$ cat src/rtl/ssd_scan_driver.sv
// Multiplexed N-digit seven-segment scan driver with frame-synchronous input latching,
// leading-zero blanking, a digit enable mask and 16-level PWM brightness.
module ssd_scan_driver #(
  parameter int NUM_DIGITS   = 8,
  parameter int DIGIT_CYCLES = 100000,
  parameter int ACTIVE_LOW   = 1
) (
  input  logic                    clk_in,
  input  logic                    rst_n_in,
  input  logic [4*NUM_DIGITS-1:0] val_in,
  input  logic [NUM_DIGITS-1:0]   dp_in,
  input  logic [NUM_DIGITS-1:0]   mask_in,
  input  logic                    blank_lz_in,
  input  logic [3:0]              brightness_in,
  output logic [6:0]              cat_out,
  output logic                    dp_out,
  output logic [NUM_DIGITS-1:0]   an_out,
  output logic                    frame_out
);

  localparam int TW = $clog2(DIGIT_CYCLES);
  localparam int IW = (NUM_DIGITS > 1) ? $clog2(NUM_DIGITS) : 1;
  localparam int OW = $clog2(DIGIT_CYCLES) + 5;
  localparam logic [TW-1:0] TICK_LAST = TW'(DIGIT_CYCLES - 1);
  localparam logic [IW-1:0] IDX_LAST  = IW'(NUM_DIGITS - 1);
  localparam logic          POL       = (ACTIVE_LOW != 0);

  logic [TW-1:0]             r_tick;
  logic [IW-1:0]             r_idx;
  logic                      r_first;
  logic [4*NUM_DIGITS-1:0]   r_val;
  logic [NUM_DIGITS-1:0]     r_dp;
  logic [NUM_DIGITS-1:0]     r_mask;
  logic                      r_blankLz;
  logic [OW-1:0]             r_onCycles;
  logic [NUM_DIGITS-1:0]     r_anOut;
  logic [6:0]                r_catOut;
  logic                      r_dpOut;
  logic                      r_frameOut;

  logic                      w_latch;
  logic [OW-1:0]             w_onProd;
  logic [NUM_DIGITS-1:0]     w_zeroFrom;
  logic                      w_blanked;
  logic                      w_lit;
  logic [3:0]                w_nibble;
  logic [6:0]                w_seg;
  logic [NUM_DIGITS-1:0]     w_anHot;

  function automatic logic [6:0] hexDecode(input logic [3:0] nib);
    case (nib)
      4'h0: hexDecode = 7'h3F;  4'h1: hexDecode = 7'h06;
      4'h2: hexDecode = 7'h5B;  4'h3: hexDecode = 7'h4F;
      4'h4: hexDecode = 7'h66;  4'h5: hexDecode = 7'h6D;
      4'h6: hexDecode = 7'h7D;  4'h7: hexDecode = 7'h07;
      4'h8: hexDecode = 7'h7F;  4'h9: hexDecode = 7'h6F;
      4'hA: hexDecode = 7'h77;  4'hB: hexDecode = 7'h7C;
      4'hC: hexDecode = 7'h39;  4'hD: hexDecode = 7'h5E;
      4'hE: hexDecode = 7'h79;  default: hexDecode = 7'h71;
    endcase
  endfunction

  // The first cycle after reset only latches; the scan is held at tick 0 so every frame is full length.
  assign w_latch  = r_first | ((r_tick == TICK_LAST) & (r_idx == IDX_LAST));
  assign w_onProd = OW'({1'b0, brightness_in} + 5'd1) * OW'(DIGIT_CYCLES);

  always_ff @(posedge clk_in or negedge rst_n_in) begin
    if (!rst_n_in) begin
      r_tick  <= '0;
      r_idx   <= '0;
      r_first <= 1'b1;
    end else if (r_first) begin
      r_first <= 1'b0;
    end else if (r_tick == TICK_LAST) begin
      r_tick <= '0;
      r_idx  <= (r_idx == IDX_LAST) ? '0 : r_idx + 1'b1;
    end else begin
      r_tick <= r_tick + 1'b1;
    end
  end

  always_ff @(posedge clk_in or negedge rst_n_in) begin
    if (!rst_n_in) begin
      r_val      <= '0;
      r_dp       <= '0;
      r_mask     <= '0;
      r_blankLz  <= 1'b0;
      r_onCycles <= OW'(DIGIT_CYCLES >> 4);
    end else if (w_latch) begin
      r_val      <= val_in;
      r_dp       <= dp_in;
      r_mask     <= mask_in;
      r_blankLz  <= blank_lz_in;
      r_onCycles <= w_onProd >> 4;
    end
  end

  always_comb begin
    w_zeroFrom = '0;
    for (int i = 0; i < NUM_DIGITS; i++) begin
      w_zeroFrom[i] = ((r_val >> (4 * i)) == '0);
    end
  end

  assign w_blanked = r_blankLz & (r_idx != '0) & w_zeroFrom[r_idx];
  assign w_lit     = r_mask[r_idx] & ~w_blanked & (OW'(r_tick) < r_onCycles);
  assign w_nibble  = r_val[r_idx*4 +: 4];
  assign w_seg     = hexDecode(w_nibble);
  assign w_anHot   = NUM_DIGITS'(1) << r_idx;

  always_ff @(posedge clk_in or negedge rst_n_in) begin
    if (!rst_n_in) begin
      r_anOut    <= {NUM_DIGITS{POL}};
      r_catOut   <= {7{POL}};
      r_dpOut    <= POL;
      r_frameOut <= 1'b0;
    end else begin
      r_anOut    <= (w_lit ? w_anHot : '0) ^ {NUM_DIGITS{POL}};
      r_catOut   <= (w_lit ? w_seg : 7'h00) ^ {7{POL}};
      r_dpOut    <= (w_lit & r_dp[r_idx]) ^ POL;
      r_frameOut <= w_latch;
    end
  end

  assign an_out    = r_anOut;
  assign cat_out   = r_catOut;
  assign dp_out    = r_dpOut;
  assign frame_out = r_frameOut;

endmodule
$ cat config.mk
export PLATFORM = sky130hd
export DESIGN_NAME = ssd_scan_driver
export DESIGN_NICKNAME = d
export VERILOG_FILES = /design/src/rtl/ssd_scan_driver.sv
export SDC_FILE = /design/constraint.sdc
export NUM_CORES = 1
export LEC_CHECK = 0
export CAP_MARGIN = 40
export CORE_UTILIZATION = 56
export CTS_CLUSTER_SIZE = 10
export DETAILED_ROUTE_END_ITERATION = 16
export PLACE_DENSITY = 0.91
export SKIP_LAST_GASP = 1
export SYNTH_ARGS = -nofsm -noshare
export SYNTH_HDL_FRONTEND = slang
export SYNTH_SLANG_ARGS = --single-unit
$ cat constraint.sdc
create_clock -name clk_in -period 3.6 [get_ports clk_in]
set_input_delay 0.36 -clock clk_in [delete_from_list [all_inputs] [get_ports clk_in]]
set_output_delay 0.36 -clock clk_in [all_outputs]
set_load 0.01 [all_outputs]
After elaboration in Yosys (flattened, before gate mapping)
Memories as Yosys holds them, arrays and structs flattened.
Cells that the tools add are included.

word-level totals
  register bits = 104
  ROM bits = 112
  memories kept = 1
  word-level logic and storage cells = 55

cells by class
  bitwise gates (word level) = 12
  magnitude comparators = 2
  reductions and logical operators = 10
  shifts and indexed selects = 2
  $mul = 1
  $add $sub $neg = 3
  equality and inequality tests = 2
  muxes and demuxes = 10

memories
  memory            words  bits a word  rd ports  clocked after memory_dff  write ports  line  text
  (name not given)  16     7            1         0                         0            51    case (nib)

operator list
  cell                                                        number
  zero test 32 bit                                            8
  variable part select 32 x 6 -> 4 bit                        1
  less-than comparator 17 x 18 -> 1 bit                       1
  adder 17 x 1 -> 17 bit, second input constant               1
  equality test 17 bit, second input constant                 1
  multiplier 5 x 12 -> 17 bit, second input constant          1
  2-to-1 mux 17 bit                                           1
  binary-select mux 1 bit (select 3 bit)                      3
  2-to-1 mux 8 bit                                            1
  NOT 8 bit                                                   1
  left shift 1 x 3 -> 8 bit, first input constant             1
  2-to-1 mux 7 bit                                            1
  NOT 7 bit                                                   1
  AND 1 bit                                                   6
  adder 4 x 1 -> 5 bit, second input constant                 1
  less-than comparator 3 x 4 -> 1 bit, second input constant  1
  adder 3 x 1 -> 3 bit, second input constant                 1
  equality test 3 bit, second input constant                  1
  2-to-1 mux 1 bit                                            3
  2-to-1 mux 3 bit                                            1
  NOT 1 bit                                                   3
  nonzero test 3 bit                                          1
  AND reduction 2 bit                                         1
  bitwise OR 1 bit                                            1

Depth between registers and ports, before layout
  depth in word-level cells = 9
  mapped depth = 14
  mapped depth without buffers = 14

Least setup slack after synthesis
Ideal clock, no wire load.

  path kind = in2reg
  from = input port brightness_in[0]
  to = register r_onCycles[17]
  setup time = 131 ps
  stages = 14
  buffers on the path = 0
  data arrival time = 3,153 ps
  path slack = 316 ps
  cells stage by stage = ha_1 -> xor2_1 -> ha_1 -> xnor2_1 -> ha_1 -> a21o_1 -> ha_1 -> ha_1 -> nand4b_1 -> nand2_1 -> a41oi_1 -> a2111oi_0 -> xnor2_1 -> o21ai_1

on the way
  word-level cells in the longest chain between the ends = 2

RTL lines
  what                         line  text
  start: declaration           14    input logic [3:0] brightness_in,
  adder 4 x 1 -> 5 bit         65    assign w_onProd = OW'({1'b0, brightness_in} + 5'd1) * OW'(DIGIT_CYCLES);
  multiplier 5 x 12 -> 17 bit  65
  end signal: assignment       88    r_onCycles <= OW'(DIGIT_CYCLES >> 4);
  end signal: assignment       94    r_onCycles <= w_onProd >> 4;
  end: declaration             35    logic [OW-1:0] r_onCycles;

No other way between the ends.
A chain may end at the register's enable or synchronous reset.

Worst setup path in the final report
  from = input port brightness_in[0]
  to = register r_onCycles[16]

Same word-level chain as after synthesis.

==> impl_metrics.yaml <==
run_status:
  outcome: "completed"
worst_setup_path:
  crit_top_cell: "ha_1"
  crit_type: "input port to register"
  critPathLaunchType: "input port"
  crit_arrival_ps: 3800
  worst_ep_required_time_ps: 3910
  critPathMaxFanout: 4
  end_kind: "register"
  worstPathCellList: "clkdlybuf4s50_1 -> ha_1 -> and3_2 -> ha_2 -> xnor2_2 -> ha_1 -> ha_1 -> ha_1 -> a21oi_1 -> nand4b_1 -> a31oi_2 -> a31oi_2 -> or4_1 -> nand3_1"
  slowest_stage: "clkdlybuf4s50_1"
  max_stage_delay_ps: 450
cts:
  cts.clk_slew.worst_paths_ps: 100
  cts_root_buf: "clkbuf_8"
  clk_path_buf_depth: 2
  clk_latency_ps: 380
  cts.htree.levels: 3
  cts_tree: "built"
  cts_sinks: 104
  cts_made_buffers: 9
layout:
  num_antenna_cells: 0
  nNetsFinal: 835
  final_core_util_pct: 70.0
  finish.instance_area_sq_um: 7230
  drive_gt1_share_pct: 13.8
  areaGrowthSynthToFinish_pct: 21.1
synth:
  synthFlopType: "dfrtp_1"
  syn_inst: 628
  syn-mean-instance-area_sq_um: 9.51
  synth_area_sq_um: 5970
  synthArstFlopShare_pct: 100
  synth_edf_count: 0
  synth_seq_cells: 104
  synth_seq_area_share_pct: 44.1
  syn-num-nets: 743
  synth-warning-count: 0
  synth.distinct_cells: 53
floorplan:
  start_util_pct: 57.8
  dieArea_sq_um: 11100
  rows: 37
  die_h_um: 105
  ios: 72
  core_sq_um: 10300
  dieWidth_um: 105
power:
  power_uw: 2990
  cellPowerDensity_nw_per_um2: 413
  p_leak_uw: 0.00356
  ir_worst_vdd_mv: 0.268
drt:
  drtPass1Iterations: 5
  drc: 0
  drt-initial-drc-count: 358
  wl_mm: 13.4
  viasPerCell: 5.62
  routed-via-count: 4838
  postRouteAntennaNets: 0
  wl_per_cell_um: 15.6
sta:
  tns_ps: 0
  drv_slew: 0
  worstMarginPinSlew_ps: 847
  fmax_mhz: 287
  timing.final.crit_share_pct: 96.9
  finalHoldViolations: 0
  skew_ps: 13.5
  fin_crit_ps: 3490
  setup_viol: 0
  relSlewSlack_pct: 43.5
global_route:
  grt_max_degree: 70
  grt_pass1_vias: 4869
  grt_pass1_wl_mm: 22.6
  grt-ovfl-total: 0
  antenna_found_initial: 0
  grt_use_total_pct: 26.0
place:
  gp_congestion: 0.861
  place_area_sq_um: 6990
  portBuffers: 71
  dpl.hpwl_mm: 10.1
run:
  max_cap_violations: 0
worst_hold_path:
  worstHoldPathType: "input port to async pin"
kinds of logic (layout without fill, tap and decap cells):
family                   after synthesis  count (layout)  share of synthesized area (%)
AO/OA/AOI/OAI                         74              74                           7.65
XOR/XNOR                              31              31                           4.55
adder cells (fa/ha/maj)               60              60                           12.7
buffers and inverters                 60             157                           4.36
flip-flops                           104             104                           44.1
multiplexers                          21              21                           6.52
other                                  1               1                         0.0628
AND/OR/NAND/NOR                      277             277                           20.1
cell type report:
class	count	area [sq um]
fill	717	3100
clock buffer	10	138
inverter	37	139
multi-input combinational	464	3120
sequential	104	2630
tap	136	170
timing repair buffer	104	968
clock inverter	6	61.3
what timing repair did:
item / 4_1_cts / 5_1_grt
endpoints found under the setup margin: 0 / 4
endpoints found under the hold margin: 0 / 0
buffers inserted: 0 / 0
gates resized for setup: 0 / 8
hold buffers: 0 / 0
per-stage QoR:
stage	hold slack, ps	setup WS [ps]	instances
floorplan	64.4	316	628
global placement	445	-174	844
detailed placement	455	-316	845
CTS	106	92.6	861
global route	137	-1.78	861
finish	74.6	112	861
worst paths after layout:
check                                  from              to  slack [ps]  cells after the start
min reg2reg                       r_mask[7]       r_mask[7]         470                      2
max                        brightness_in[0]  r_onCycles[16]         110                     14
min                                rst_n_in  r_onCycles[14]          70                      1
max reg2reg                        r_idx[0]      cat_out[3]         540                      7
min in group clk_in               r_mask[7]       r_mask[7]         470                      2
max in group asynchronous          rst_n_in   r_onCycles[3]        2630                      2
placed cells by master (no fill, tap or decap), drive strengths merged, types with 2 or more instances in the layout:
master | Yosys | routed
nand4b | 2 | 2
nand2b | 2 | 2
inv | 37 | 40
ha | 59 | 59
clkinv | 0 | 2
nor2 | 25 | 25
nor2b | 5 | 5
clkdlybuf4s50 | 0 | 70
xnor2 | 15 | 15
nand2 | 176 | 176
and2 | 2 | 2
a211oi | 2 | 2
xor2 | 16 | 16
buf | 14 | 34
and3 | 6 | 6
clkbuf | 9 | 10
a21o | 7 | 7
nand3 | 29 | 29
mux4 | 13 | 13
or4 | 2 | 2
nand4 | 6 | 6
mux2i | 8 | 8
a22oi | 3 | 3
o21a | 2 | 2
a21oi | 22 | 22
dfrtp | 81 | 81
a31oi | 6 | 6
o21ai | 22 | 22
dfstp | 23 | 23
nor4 | 7 | 7
nor3 | 10 | 10
synthesized netlist by cell type (all sizes together), types with 7 or more instances:
| master | count | area share [%] |
|---|---|---|
| nand2 | 176 | 11 |
| dfrtp | 81 | 34 |
| ha | 59 | 12 |
| inv | 37 | 2.3 |
| nand3 | 29 | 2.4 |
| nor2 | 25 | 1.6 |
| dfstp | 23 | 10 |
| a21oi | 22 | 1.8 |
| o21ai | 22 | 1.8 |
| xor2 | 16 | 2.3 |
| xnor2 | 15 | 2.2 |
| buf | 14 | 1.5 |
| mux4 | 13 | 4.9 |
| nor3 | 10 | 0.84 |
| clkbuf | 9 | 0.57 |
| mux2i | 8 | 1.6 |
| a21o | 7 | 0.88 |
| nor4 | 7 | 0.73 |
registers in the layout, indices dropped and copies added, names as in the netlist:
name	count
cat_out	7
r_tick	17
r_first	1
r_val	32
dp_out	1
r_mask	8
an_out	8
r_idx	3
r_blankLz	1
frame_out	1
r_dp	8
r_onCycles	17
per-layer routing:
| metal | part of all wire (%) | vias up | track usage, % |
|---|---|---|---|
| met1 | 42 | 2327 | 33.2 |
| met4 | 3.0 | 0 | 13.2 |
| met3 | 5.6 | 35 | 4.95 |
| met2 | 50 | 164 | 42.5 |
| li1 | - | 2312 | - |
| met5 | 0 | - | 0 |
worst max-delay path: cells and delay by family:
kind,cells,cell delay (ps)
compound gates,3,510
xor+xnor,1,140
fa+ha+maj,5,1350
buf+inv,1,450
simple gates,4,980
report_power, final:
part / internal [uW] / total [uW] / switching [uW]
sequential: 1340 / 1450 / 111
combinational: 399 / 821 / 422
clock: 287 / 717 / 430
total: 2020 / 2990 / 963
Power figures use the tool's default switching activity.
